--- src/rtl/l1_pkg.sv ---
// Shared widths, status encoding and agent state type
// for the L1 bus-side agent.
package l1_pkg;

    localparam int LINES  = 4;
    localparam int DATA_W = 8;
    localparam int ADDR_W = 3;
    localparam int STAT_W = 2;
    localparam int IDX_W  = $clog2(LINES);

    localparam logic [STAT_W-1:0] ST_M = 2'b00;
    localparam logic [STAT_W-1:0] ST_E = 2'b01;
    localparam logic [STAT_W-1:0] ST_S = 2'b10;
    localparam logic [STAT_W-1:0] ST_I = 2'b11;

    typedef enum logic [2:0] {
        IDLE,
        SNP_SCAN,
        SNP_RESP,
        FL_SCAN,
        FL_WB,
        FL_DONE
    } agentState_t;

endpackage

--- src/rtl/l1_line_match.sv ---
// Address/status compare for one L1 line; invalid lines never match,
// so an undriven address on an invalid line cannot produce a hit.
module l1_line_match
    import l1_pkg::*;
(
    input  logic [STAT_W-1:0] status,
    input  logic [ADDR_W-1:0] lineAddr,
    input  logic [ADDR_W-1:0] key,
    output logic              match
);

    assign match = (status != ST_I) && (lineAddr == key);

endmodule

--- src/rtl/l1_bus_agent.sv ---
// Bus-side agent for the L1: snoop lookups by address and
// flush of Modified lines over a valid/ready writeback port.
module l1_bus_agent
    import l1_pkg::*;
(
    input  logic              clk,
    input  logic              rst_n,
    input  logic              snoop_req,
    input  logic [ADDR_W-1:0] snoop_addr,
    output logic              snoop_ack,
    output logic              snoop_hit,
    output logic [DATA_W-1:0] snoop_data,
    output logic [STAT_W-1:0] snoop_status,
    input  logic              flush_req,
    output logic              flush_busy,
    output logic              flush_done,
    output logic [IDX_W-1:0]  l1_local_addr,
    input  logic [DATA_W-1:0] l1_data,
    input  logic [ADDR_W-1:0] l1_addr,
    input  logic [STAT_W-1:0] l1_status,
    output logic              mem_wr_valid,
    input  logic              mem_wr_ready,
    output logic [ADDR_W-1:0] mem_wr_addr,
    output logic [DATA_W-1:0] mem_wr_data
);

    agentState_t       state, stateNext;
    logic [IDX_W-1:0]  idx, idxNext;
    logic [ADDR_W-1:0] snoopKey, snoopKeyNext;
    logic              hitQ, hitNext;
    logic [DATA_W-1:0] dataQ, dataNext;
    logic [STAT_W-1:0] statQ, statNext;
    logic [ADDR_W-1:0] wrAddrQ, wrAddrNext;
    logic [DATA_W-1:0] wrDataQ, wrDataNext;
    logic              lineHit;
    logic              lastLine;

    l1_line_match uMatch (
        .status   (l1_status),
        .lineAddr (l1_addr),
        .key      (snoopKey),
        .match    (lineHit)
    );

    assign lastLine = (idx == IDX_W'(LINES - 1));

    always_ff @(posedge clk or negedge rst_n) begin
        if (!rst_n) begin
            state    <= IDLE;
            idx      <= '0;
            snoopKey <= '0;
            hitQ     <= 1'b0;
            dataQ    <= '0;
            statQ    <= ST_I;
            wrAddrQ  <= '0;
            wrDataQ  <= '0;
        end else begin
            state    <= stateNext;
            idx      <= idxNext;
            snoopKey <= snoopKeyNext;
            hitQ     <= hitNext;
            dataQ    <= dataNext;
            statQ    <= statNext;
            wrAddrQ  <= wrAddrNext;
            wrDataQ  <= wrDataNext;
        end
    end

    always_comb begin
        stateNext    = state;
        idxNext      = idx;
        snoopKeyNext = snoopKey;
        hitNext      = hitQ;
        dataNext     = dataQ;
        statNext     = statQ;
        wrAddrNext   = wrAddrQ;
        wrDataNext   = wrDataQ;
        unique case (state)
            IDLE: begin
                if (snoop_req) begin
                    snoopKeyNext = snoop_addr;
                    idxNext      = '0;
                    stateNext    = SNP_SCAN;
                end else if (flush_req) begin
                    idxNext   = '0;
                    stateNext = FL_SCAN;
                end
            end
            SNP_SCAN: begin
                // Scanning upward makes the lowest matching line win.
                if (lineHit) begin
                    hitNext   = 1'b1;
                    dataNext  = l1_data;
                    statNext  = l1_status;
                    stateNext = SNP_RESP;
                end else if (lastLine) begin
                    hitNext   = 1'b0;
                    dataNext  = '0;
                    statNext  = ST_I;
                    stateNext = SNP_RESP;
                end else begin
                    idxNext = idx + IDX_W'(1);
                end
            end
            SNP_RESP: stateNext = IDLE;
            FL_SCAN: begin
                if (l1_status == ST_M) begin
                    wrAddrNext = l1_addr;
                    wrDataNext = l1_data;
                    stateNext  = FL_WB;
                end else if (lastLine) begin
                    stateNext = FL_DONE;
                end else begin
                    idxNext = idx + IDX_W'(1);
                end
            end
            FL_WB: begin
                if (mem_wr_ready) begin
                    if (lastLine) begin
                        stateNext = FL_DONE;
                    end else begin
                        idxNext   = idx + IDX_W'(1);
                        stateNext = FL_SCAN;
                    end
                end
            end
            FL_DONE: stateNext = IDLE;
            default: stateNext = IDLE;
        endcase
    end

    assign l1_local_addr = idx;
    assign snoop_ack     = (state == SNP_RESP);
    assign snoop_hit     = hitQ;
    assign snoop_data    = dataQ;
    assign snoop_status  = statQ;
    assign flush_busy    = (state == FL_SCAN) || (state == FL_WB);
    assign flush_done    = (state == FL_DONE);
    assign mem_wr_valid  = (state == FL_WB);
    assign mem_wr_addr   = wrAddrQ;
    assign mem_wr_data   = wrDataQ;

endmodule
--- config.mk ---
export PLATFORM = sky130hd
export DESIGN_NAME = l1_bus_agent
export DESIGN_NICKNAME = d
export VERILOG_FILES = /design/src/rtl/l1_pkg.sv /design/src/rtl/l1_line_match.sv /design/src/rtl/l1_bus_agent.sv
export SDC_FILE = /design/constraint.sdc
export NUM_CORES = 1
export LEC_CHECK = 0
export BUFFER_PORTS_ARGS = -buffer_cell sky130_fd_sc_hd__buf_2
export CAP_MARGIN = 15
export CORE_UTILIZATION = 48
export DETAILED_ROUTE_END_ITERATION = 10
export PLACE_DENSITY = 0.77
export SETUP_SLACK_MARGIN = 0.02
export SYNTH_ARGS = -nofsm -noshare
export SYNTH_HDL_FRONTEND = slang
export SYNTH_SLANG_ARGS = --single-unit
--- constraint.sdc ---
create_clock -name clk -period 2.3 [get_ports clk]
set_clock_uncertainty 0.2 [all_clocks]
set_input_delay 0 -clock clk [delete_from_list [all_inputs] [get_ports clk]]
set_output_delay 0 -clock clk [all_outputs]
set_load 0.1 [all_outputs]
Word-level counts from Yosys, hierarchy flattened
Cells that the tools add are included.

Flip-flop bits (word level): 30. Latch bits: 0. Memory bits (writable): 0. Bits in read-only memories: 0. Input port bits: 21. Output and inout port bits: 28. Logic and storage cells: 56. Memories: 0.

$add $sub $neg: 1. Multipliers: 0. Div/mod/pow operators: 0. $lt $le $gt $ge: 0. Equality and inequality tests: 14. Shifts and indexed selects: 0. Mux-type cells: 22. Bitwise operators: 0. Reduce and logical (&&, ||, !) cells: 11.

Operators by type and width (count): $mux W3 (8); $mux W2 (8); $mux W8 (2); $pmux W3 S4 (1); $ne A3 B3 Y1 const B (3); $pmux W2 S4 (1); $eq A3 B2 Y1 const B (2); $eq A3 B3 Y1 const B (2); $ne A2 B2 Y1 const B (3); $reduce_and A2 Y1 (3); $reduce_and A5 Y1 (1); $reduce_and A4 Y1 (1); $reduce_bool A4 Y1 (1); $eq A3 B1 Y1 const B (1); $eq A3 B3 Y1 (1); $logic_not A3 Y1 (1); $add A2 B1 Y2 const B (1); $eq A2 B2 Y1 const B (1); $logic_not A2 Y1 (1); $mux W1 (2); $ne A2 B1 Y1 const B (1); $reduce_bool A2 Y1 (1); $logic_and A1 B1 Y1 (1); $logic_or A1 B1 Y1 (1).

Logic depth before layout (Yosys ltp)
Gate-level depths: netlist of run 1.

Word-level depth: 4. Mapped depth: 6. Gate-level depth less buffers: 5.

Cells and area by module
Synthesis of run 1 repeated with hierarchy kept, for this count alone.

Cell total of the unflattened synthesis: 111. Area total of the unflattened synthesis: 1422.6 sq um.

Modules (own cells, without submodules): l1_bus_agent (instances 1, cells each 107, area an instance 1381.3 sq um, seq. area each 753.2 sq um); l1_line_match (instances 1, cells each 4, area an instance 41.3 sq um, seq. area each 0.0 sq um).

Worst setup path before layout of run 1
No wires, ideal clock.

Path type: register -> output. Start: reg state[2]. End: out snoop_ack. Data arrival time: 2.754 ns. Required time: 2.100 ns. Setup slack: -0.654 ns. Cell stages (with the launch flop): 3. Path buffers: 1. Cells stage by stage: dfrtp_1 buf_2 nor3b_1.

Word-level cells in the longest chain between the ends: 1.

Ends and longest elaborated chain: start, declared (line l1_bus_agent.sv:27) `agentState_t state, stateNext;`; start signal, assigned (line l1_bus_agent.sv:58) `state <= stateNext;`; $eq A3 B2 Y1 (line l1_bus_agent.sv:133) `assign snoop_ack = (state == SNP_RESP);`; end, declared (line l1_bus_agent.sv:10) `output logic snoop_ack,`.

Every way passes these cells.

Worst setup path after layout of run 1
Start: reg idx[0], in the netlist l1_local_addr[0]. End: reg state[1].

Word-level cells in the longest chain between the ends: 4. Elaborated cells between the ends (all ways): 7. Classes of those cells: eq/ne: 3; mux: 3; reduce/logical: 1.

Ends and longest elaborated chain: start, declared (line l1_bus_agent.sv:28) `logic [IDX_W-1:0] idx, idxNext;`; start signal, assigned (line l1_bus_agent.sv:59) `idx <= idxNext;`; $eq A2 B2 Y1 * (line l1_bus_agent.sv:45) `assign lastLine = (idx == IDX_W'(LINES - 1));`; $mux W3 (line l1_bus_agent.sv:119) `if (lastLine) begin`; $mux W3 (line l1_bus_agent.sv:118) `if (mem_wr_ready) begin`; $pmux W3 S4 (line l1_bus_agent.sv:78) `unique case (state)`.

Mark *: on every way between the ends. The rest lies on a longest branch, timed or not. The select of a mux whose other input is x is not followed. A chain may end at the register's enable or synchronous reset.

==> summary.md, run 1 <==
| Metric | Value |
|---|---|
| Max cap viols | `0` |
| CP endpoint kind | `flop` |
| TritonCTS clock tree | `built` |
| Post-Route WL | `2970 microns` |
| Post-Syn Nets | `131` |
| Final setup viols | `0` |
| 1st-iter DRT viols | `20` |
| Worst path depth | `5` |
| Crit path kind | `reg -> reg` |
| Crit-path cells | `ha_1, o21a_1, a211oi_1, a32o_1, dlygate4sd3_1` |
| Worst-Margin Slew | `0.6387 ns` |
| WP buf/inv | `1` |
| Worst path max stage delay | `0.54 ns` |
| Syn Std Cell Area | `1376 sq um` |
| Initial cell density of the core | `50.34%` |
| Avg WL per Cell | `13.81 microns` |
| Worst Hold Slack | `0.03191 ns` |
| Top cell family by delay on the critical path | `compound AO/OA/AOI/OAI gates` |
| Sequential fraction of the synthesis area | `54.73%` |
| Via-to-Cell Ratio | `5.265` |
| Status | `finished clean` |
| Most frequent cells in the layout | `buf_2, dfrtp_1, dlygate4sd3_1` |
| Synth cell types | `34` |
| Fin. max-slew vios | `0` |
| DP Area | `1648 sq um` |
| Total number of vias | `1132` |
| Ports | `49` |
| Crit start category | `flop` |
| Largest net degree at the start of global routing | `31` |
| Cts bufs inserted | `5` |
| CTS root buf | `clkbuf_4` |
| Minimum clock period | `2.151 ns` |
| Unrepaired setup endpoints after global routing | `false` |
| XOR/XNOR share of the synthesized area | `1.909%` |
| FF-to-FF path depth | `5` |
| First-pass GRT wire length | `5140 microns` |
| Commonest non-fill, non-tap cell in the layout | `buf_2` |
| Relative slew slack | `57.42%` |
| Skew-Pair Late Insertion Delay | `0.33 ns` |
| Top-area cell type share of the netlist area | `50.91%` |
| Tcrit/Tclk final | `93.53%` |
| CP max-delay cell | `dlygate4sd3_1` |
| Final hold violations | `0` |
| P&R area growth vs syn | `40.09%` |
| Synth Area in Simple Gates | `11.55%` |
| H-tree depth | `2` |
| Worst EP required | `2.36 ns` |
| Post-route cell area | `1928 sq um` |
| Post-synthesis adder-cell area fraction | `0.9091%` |
| R2r startpoint | `l1_local_addr[0]` |
| Synth Register Bits | `30` |
| TNS Setup | `0 ns` |
| Fraction of layout cells with a size suffix above 1 | `46.20%` |
| Die width | `55.55 microns` |
| Reg2reg setup slack | `0.15 ns` |
| Post-synthesis compound-gate area fraction | `13.64%` |
| Top cell type by total area after synthesis | `dfrtp_1` |
| Die footprint | `3085 sq um` |
| IO Port Bufs | `48` |
| Worst Path Max Fanout | `5` |
| R2R Path End | `state[1]` |
| Mux cell area share after synthesis | `14.18%` |
| Gate Count Post-Synth | `109` |
| Layout Utilization | `70.53%` |
| Routed Antenna Nets | `0` |
| DRC violations left | `0` |
| GR Overflow Total | `0` |
| Maximum clock frequency | `464.9 MHz` |
| Syn. warnings | `0` |
| Initial antenna violation count | `0` |
| CTS Buffer Depth | `2` |
| Critical Path AT | `2.21 ns` |
| # nets final | `205` |
| Largest family of logic cells by synthesized area | `multiplexers` |
| Synthesized area per cell | `12.63 sq um` |
| Drt pass-1 iters | `4` |
| Final Wtd Congestion | `0.8213` |
| Row cnt | `19` |
| Ranking of synthesized cells by area | `dfrtp_1, mux2_2, a22o_1` |
| # diodes | `0` |
| Chip height | `55.55 microns` |
| CTS clk-pin slew, worst paths | `0.10 ns` |
| Tot GR Track Use | `21.70%` |
| Core area | `2734 sq um` |
| Vias in the first global route | `1156` |
| Clock Sinks | `30` |
| HPWL Detailed | `1974 microns` |
| Hold Path Class | `in -> async` |
routing by layer:
layer,global-route usage [%],wire (microns),share of wire [%],vias to the layer above
met2,32.87,1387,47,46
met3,5.152,179,6.0,8
met4,12.14,90,3.0,0
met5,0,0,0,-
met1,28.75,1312,44,535
li1,-,-,-,543
sequential cells by signal (all words and copies together) (netlist names):
signal and cells:
state 3, snoop_hit 1, mem_wr_data 8, l1_local_addr 2, snoop_status 2, snoopKey 3, snoop_data 8, mem_wr_addr 3
synthesized netlist by cell type (all sizes together):
master	count
o211ai	1
nor4b	1
o21a	1
nand2	4
mux2	17
and3b	1
o2bb2ai	1
inv	3
a21oi	4
a21o	3
nor2b	3
and2	1
nand4	1
nand2b	1
buf	5
ha	1
xnor2	3
nor2	6
nor3b	1
a32o	1
o2111ai	1
o21ai	3
a211oi	1
nand3	3
dfrtp	28
and2b	1
dfstp	2
a22o	8
nor3	3
cell type report:
type | count | area [sq um]
clock buffer | 8 | 58.81
fill | 200 | 805.8
inverter | 3 | 11.26
multi-input combinational | 71 | 586.8
sequential | 30 | 757.0
tap | 31 | 38.79
timing repair buffer | 72 | 475.5
per-stage QoR:
step	setup WS (ns)	std cells
4_1_cts	0.09731	215
2_1_floorplan	0.1672	109
3_3_place_gp	0.3884	185
3_5_place_dp	0.3499	185
6_report	0.1488	215
5_1_grt	0.09803	215
what timing repair did:
item                                    4_1_cts  5_1_grt
setup buffers                                 0        0
endpoints found under the setup margin        0        1
hold endpoints to repair                     57        0
hold buffers                                 22        0
gates resized for setup                       0        1
how the worst max path moves through the flow:
stage / end / slack [ns] / from
2_1_floorplan: flush_busy / 0.17 / state[1]
3_3_place_gp: l1_local_addr[0] / 0.39 / state[0]
3_5_place_dp: l1_local_addr[0] / 0.35 / state[0]
4_1_cts: state[1] / 0.1 / state[0]
5_1_grt: state[1] / 0.1 / l1_local_addr[0]
6_report: state[1] / 0.15 / l1_local_addr[0]
kinds of logic (layout without fill, tap and decap cells):
family,after synthesis,in the layout
flip-flops,30,30
AND/OR/NAND/NOR,26,26
AO/OA/AOI/OAI,24,24
multiplexers,17,17
buffers and inverters,8,83
XOR/XNOR,3,3
adder cells (fa/ha/maj),1,1
Power of run 1 is not shown: default switching activity piles up to over one toggle a cycle in this logic, so the estimate is an artifact.
==> run 2, diff against run 1 <==
--- a/config.mk
+++ b/config.mk
@@ -9,7 +9,7 @@
 export CAP_MARGIN = 15
 export CORE_UTILIZATION = 48
 export DETAILED_ROUTE_END_ITERATION = 10
-export PLACE_DENSITY = 0.77
+export PLACE_DENSITY = 0.79
 export SETUP_SLACK_MARGIN = 0.02
 export SYNTH_ARGS = -nofsm -noshare
 export SYNTH_HDL_FRONTEND = slang
==> summary.md, run 2 (synthesized netlist as in run 1, its figures left out) <==
| Metric | Value |
|---|---|
| Via-to-Cell Ratio | `5.340 (+1.4%)` |
| HPWL Detailed | `2145 microns (+8.7%)` |
| TritonCTS clock tree | `built` |
| Die width | `55.55 microns (unchanged)` |
| Final Wtd Congestion | `0.8823 (+7.4%)` |
| Largest net degree at the start of global routing | `31 (unchanged)` |
| Status | `finished clean` |
| # fillers | `194 (-3.0%)` |
| Worst-Margin Slew | `0.6555 ns (+0.01676 ns)` |
| Final setup viols | `0 (unchanged)` |
| # nets final | `205 (unchanged)` |
| Crit path kind | `reg -> reg` |
| Skew-Pair Late Insertion Delay | `0.33 ns (about the same)` |
| Minimum clock period | `2.176 ns (+0.02480 ns)` |
| Fin. max-slew vios | `0 (unchanged)` |
| GR Overflow Total | `0 (unchanged)` |
| Tot GR Track Use | `22.80% (+1.1 points)` |
| Most frequent cells in the layout | `buf_2, dfrtp_1, dlygate4sd3_1` |
| Worst Hold Slack | `0.03417 ns (+0.002261 ns)` |
| CTS Buffer Depth | `2 (unchanged)` |
| Ports | `49 (unchanged)` |
| Chip height | `55.55 microns (unchanged)` |
| Die footprint | `3085 sq um (unchanged)` |
| Drt pass-1 iters | `4 (unchanged)` |
| Maximum clock frequency | `459.6 MHz (-1.1%)` |
| Row cnt | `19 (unchanged)` |
| Commonest non-fill, non-tap cell in the layout | `buf_2` |
| First-pass GRT wire length | `5382 microns (+4.7%)` |
| DRC violations left | `0 (unchanged)` |
| Cts bufs inserted | `5 (unchanged)` |
| Clock Sinks | `30 (unchanged)` |
| # diodes | `0 (unchanged)` |
| CTS clk-pin slew, worst paths | `0.09 ns (about the same)` |
| Post-route cell area | `1934 sq um (+0.32%)` |
| 1st-iter DRT viols | `45 (+130%)` |
| Total number of vias | `1148 (+1.4%)` |
| Reg2reg setup slack | `0.12 ns (-0.02 ns)` |
| Core area | `2734 sq um (unchanged)` |
| Initial antenna violation count | `0 (unchanged)` |
| Hold Path Class | `in -> async` |
| Vias in the first global route | `1156 (unchanged)` |
| Final hold violations | `0 (unchanged)` |
| DP Area | `1648 sq um (unchanged)` |
| Max cap viols | `0 (unchanged)` |
| Initial cell density of the core | `50.34% (unchanged)` |
| CTS root buf | `clkbuf_4` |
| P&R area growth vs syn | `40.55%` |
| Post-Route WL | `3216 microns (+8.3%)` |
| Crit start category | `flop` |
| Avg WL per Cell | `14.96 microns (+8.3%)` |
| Worst EP required | `2.32 ns (-0.04 ns)` |
| CP endpoint kind | `flop` |
| IO Port Bufs | `48 (unchanged)` |
| Critical Path AT | `2.20 ns (about the same)` |
| TNS Setup | `0 ns (unchanged)` |
| Fraction of layout cells with a size suffix above 1 | `47.28% (+1.1 points)` |
| Worst Path Max Fanout | `8 (+3)` |
| Unrepaired setup endpoints after global routing | `false` |
| Final cell count without fillers | `215 (unchanged)` |
| Tcrit/Tclk final | `94.61% (+1.1 points)` |
| Relative slew slack | `56.30% (-1.1 points)` |
| H-tree depth | `2 (unchanged)` |
| Routed Antenna Nets | `0 (unchanged)` |
| Inst Count DP | `185 (unchanged)` |
## run 2: changes by cell type in the layout (fill, tap and decap cells not counted), sizes merged
cell and delta:
clkinv +1, clkbuf -1
## run 2: timing repair
| item | 4_1_cts | 5_1_grt |
|---|---|---|
| hold buffers | 22 | 0 |
| endpoints found under the hold margin | 57 | 0 |
| buffers inserted | 0 | 0 |
| setup endpoints to repair | 0 | 1 |
| gates resized for setup | 0 | 2 |
## run 2: cell type report
type	instances	area, sq um	area share (%)
sequential	30	757.0	39.13
multi-input combinational	71	591.8	30.60
timing repair buffer	72	475.5	24.58
clock buffer	7	55.05	2.846
tap	31	38.79	2.005
inverter	3	11.26	0.5821
clock inverter	1	5.005	0.2587
## run 2: through the flow
| stage | setup slack (ns) | util, % |
|---|---|---|
| 2_1_floorplan | 0.1672 | - |
| 3_3_place_gp | 0.4059 | 60.27 |
| 3_5_place_dp | 0.3220 | 60.27 |
| 4_1_cts | 0.08010 | 70.53 |
| 5_1_grt | 0.03686 | 70.76 |
| 6_report | 0.1240 | 70.76 |
## run 2: worst paths after layout
check / startpoint / endpoint / cells after the start
worst min-delay path: rst_n / l1_local_addr[1] / 2
worst max register to register: state[0] / state[1] / 5
max in group asynchronous: rst_n / state[0] / 2
worst min register to register: snoop_status[1] / snoop_status[1] / 2
worst max-delay path: state[0] / state[1] / 5
min in group clk: l1_data[5] / snoop_data[5] / 3
## run 2: worst max-delay path, stage by stage, from the launching register on
cell and delay, ns:
dfrtp_2 0.49, and2b_2 0.25, nor2b_1 0.20, nand3_1 0.11, a32o_1 0.27, dlygate4sd3_1 0.55
## run 2: routing by layer
layer	global-route usage, %	share of wire [%]	up-vias
li1	-	-	540
met1	26.44	40	546
met2	37.35	50	51
met3	7.260	6.3	11
met4	12.50	3.1	0
met5	0	0	-
Power of run 2 is left out for the same reason.
==> run 3, diff against run 2 <==
--- a/config.mk
+++ b/config.mk
@@ -7,9 +7,10 @@
 export LEC_CHECK = 0
 export BUFFER_PORTS_ARGS = -buffer_cell sky130_fd_sc_hd__buf_2
 export CAP_MARGIN = 15
-export CORE_UTILIZATION = 48
+export CORE_UTILIZATION = 50
+export CTS_BUF_LIST = sky130_fd_sc_hd__clkbuf_4 sky130_fd_sc_hd__clkbuf_8
 export DETAILED_ROUTE_END_ITERATION = 10
-export PLACE_DENSITY = 0.79
+export PLACE_DENSITY = 0.82
 export SETUP_SLACK_MARGIN = 0.02
 export SYNTH_ARGS = -nofsm -noshare
 export SYNTH_HDL_FRONTEND = slang
==> summary.md, run 3 (synthesized netlist as in run 1, its figures left out) <==
| Metric | Value |
|---|---|
| Die width | `54.47 microns (-1.9%)` |
| # diodes | `0 (unchanged)` |
| Worst-Margin Slew | `0.6418 ns (-0.01363 ns)` |
| Reg2reg setup slack | `0.16 ns (+0.03 ns)` |
| Core area | `2545 sq um (-6.9%)` |
| Via-to-Cell Ratio | `5.433 (+1.7%)` |
| Fraction of layout cells with a size suffix above 1 | `47.57% (+0.28 points)` |
| Crit path kind | `reg -> reg` |
| Setup Buffers After CTS | `0 (unchanged)` |
| Hold Path Class | `in -> async` |
| Minimum clock period | `2.143 ns (-0.03275 ns)` |
| Initial antenna violation count | `0 (unchanged)` |
| CP max-delay cell | `dlygate4sd3_1` |
| CP endpoint kind | `flop` |
| Pre-CTS WS | `0.3865 ns (+0.06454 ns)` |
| Die footprint | `2966 sq um (-3.9%)` |
| GR Overflow Total | `0 (unchanged)` |
| CTS root buf | `clkbuf_4` |
| Inst Count DP | `185 (unchanged)` |
| Relative slew slack | `57.21% (+0.91 points)` |
| Skew-Pair Late Insertion Delay | `0.32 ns (about the same)` |
| R2R Path End | `state[1]` |
| Unrepaired setup endpoints after global routing | `false` |
| Most frequent cells in the layout | `buf_2, dfrtp_1, dlygate4sd3_1` |
| First-pass GRT wire length | `4705 microns (-13%)` |
| CTS Buffer Depth | `2 (unchanged)` |
| Max cap viols | `0 (unchanged)` |
| FF-to-FF path depth | `5 (unchanged)` |
| Routed Antenna Nets | `0 (unchanged)` |
| Final Wtd Congestion | `0.8046 (-8.8%)` |
| Final cell count without fillers | `215 (unchanged)` |
| R2r startpoint | `state[0]` |
| Cts bufs inserted | `5 (unchanged)` |
| Worst EP required | `2.31 ns (about the same)` |
| Drt pass-1 iters | `5 (+1)` |
| 1st-iter DRT viols | `24 (-47%)` |
| Final worst slack | `0.1567 ns (+0.03275 ns)` |
| P&R area growth vs syn | `40.91%` |
| Crit start category | `flop` |
| Chip height | `54.47 microns (-1.9%)` |
| TNS Setup | `0 ns (unchanged)` |
| Maximum clock frequency | `466.6 MHz (+1.5%)` |
| Tcrit/Tclk final | `93.19% (-1.4 points)` |
| Final hold violations | `0 (unchanged)` |
| Critical Path AT | `2.15 ns (-0.05 ns)` |
| Final setup viols | `0 (unchanged)` |
| Largest net degree at the start of global routing | `31 (unchanged)` |
| Launch point of the worst path | `state[0]` |
| Initial cell density of the core | `54.08% (+3.7 points)` |
| Crit-path cells | `and2b_2, nor2b_1, nand3_1, a32o_1, dlygate4sd3_1` |
| DP Area | `1654 sq um (+0.38%)` |
| Commonest non-fill, non-tap cell in the layout | `buf_2` |
| Post-route cell area | `1939 sq um (+0.26%)` |
| Clock Sinks | `30 (unchanged)` |
| Worst Path Max Fanout | `8 (unchanged)` |
| Fin. max-slew vios | `0 (unchanged)` |
| Tot GR Track Use | `23.28% (+0.48 points)` |
| IO Port Bufs | `48 (unchanged)` |
| Row cnt | `18 (-1)` |
| Ports | `49 (unchanged)` |
| Post-Route WL | `3196 microns (-0.62%)` |
| DRC violations left | `0 (unchanged)` |
| Status | `finished clean` |
| Vias in the first global route | `1063 (-8.0%)` |
| HPWL Detailed | `2069 microns (-3.6%)` |
| CTS clk-pin slew, worst paths | `0.11 ns (+0.02 ns)` |
| H-tree depth | `2 (unchanged)` |
| Worst path max stage delay | `0.55 ns (about the same)` |
| # nets final | `206 (+0.49%)` |
| CP Capture Point | `state[1]` |
| Avg WL per Cell | `14.87 microns (-0.62%)` |
| Total number of vias | `1168 (+1.7%)` |
| TritonCTS clock tree | `built` |
[run 3: how the worst min path moves through the flow]
stage / cells after the start / end / startpoint / slack [ns]
floorplan: 0 / l1_local_addr[0] / rst_n / -0.50
global placement: 1 / mem_wr_data[0] / rst_n / -0.15
detailed placement: 1 / snoop_data[0] / rst_n / -0.14
CTS: 2 / mem_wr_data[7] / rst_n / 0.04
global route: 2 / mem_wr_data[7] / rst_n / 0.10
finish: 2 / mem_wr_data[7] / rst_n / 0.02
[run 3: critical path: cells and delay by family, from the launching register on]
| family | cells | cell delay (ns) |
|---|---|---|
| and+or+nand+nor | 3 | 0.55 |
| DFF | 1 | 0.47 |
| buffers and inverters | 1 | 0.55 |
| AOI/OAI and AO/OA | 1 | 0.26 |
[run 3: final cells by class]
type / instances / area, sq um
tap: 30 / 37.54
timing repair buffer: 73 / 483.0
clock buffer: 6 / 51.30
inverter: 3 / 11.26
clock inverter: 2 / 12.51
sequential: 30 / 757.0
multi-input combinational: 71 / 586.8
fill: 177 / 605.6
[run 3: stage by stage]
| stage | util [%] | hold WS, ns |
|---|---|---|
| after global placement | 65.00 | -0.1452 |
| after detailed placement | 65.00 | -0.1385 |
| final | 76.20 | 0.01797 |
| after global routing | 76.20 | 0.1021 |
| after CTS | 76.16 | 0.04210 |
| after floorplan | - | -0.4956 |
[run 3: metal layers]
metal	track usage, %	wire length, microns	share of wire, %
met4	11.11	61	1.9
met5	0	0	0
met1	26.98	1325	41
met3	5.833	131	4.1
met2	39.84	1679	53
[run 3: timing repair]
item / CTS / global route
hold endpoints to repair: 57 / 0
endpoints found under the setup margin: 0 / 1
gates resized for setup: 0 / 1
hold buffers: 22 / 0
Power of run 3 is left out for the same reason.
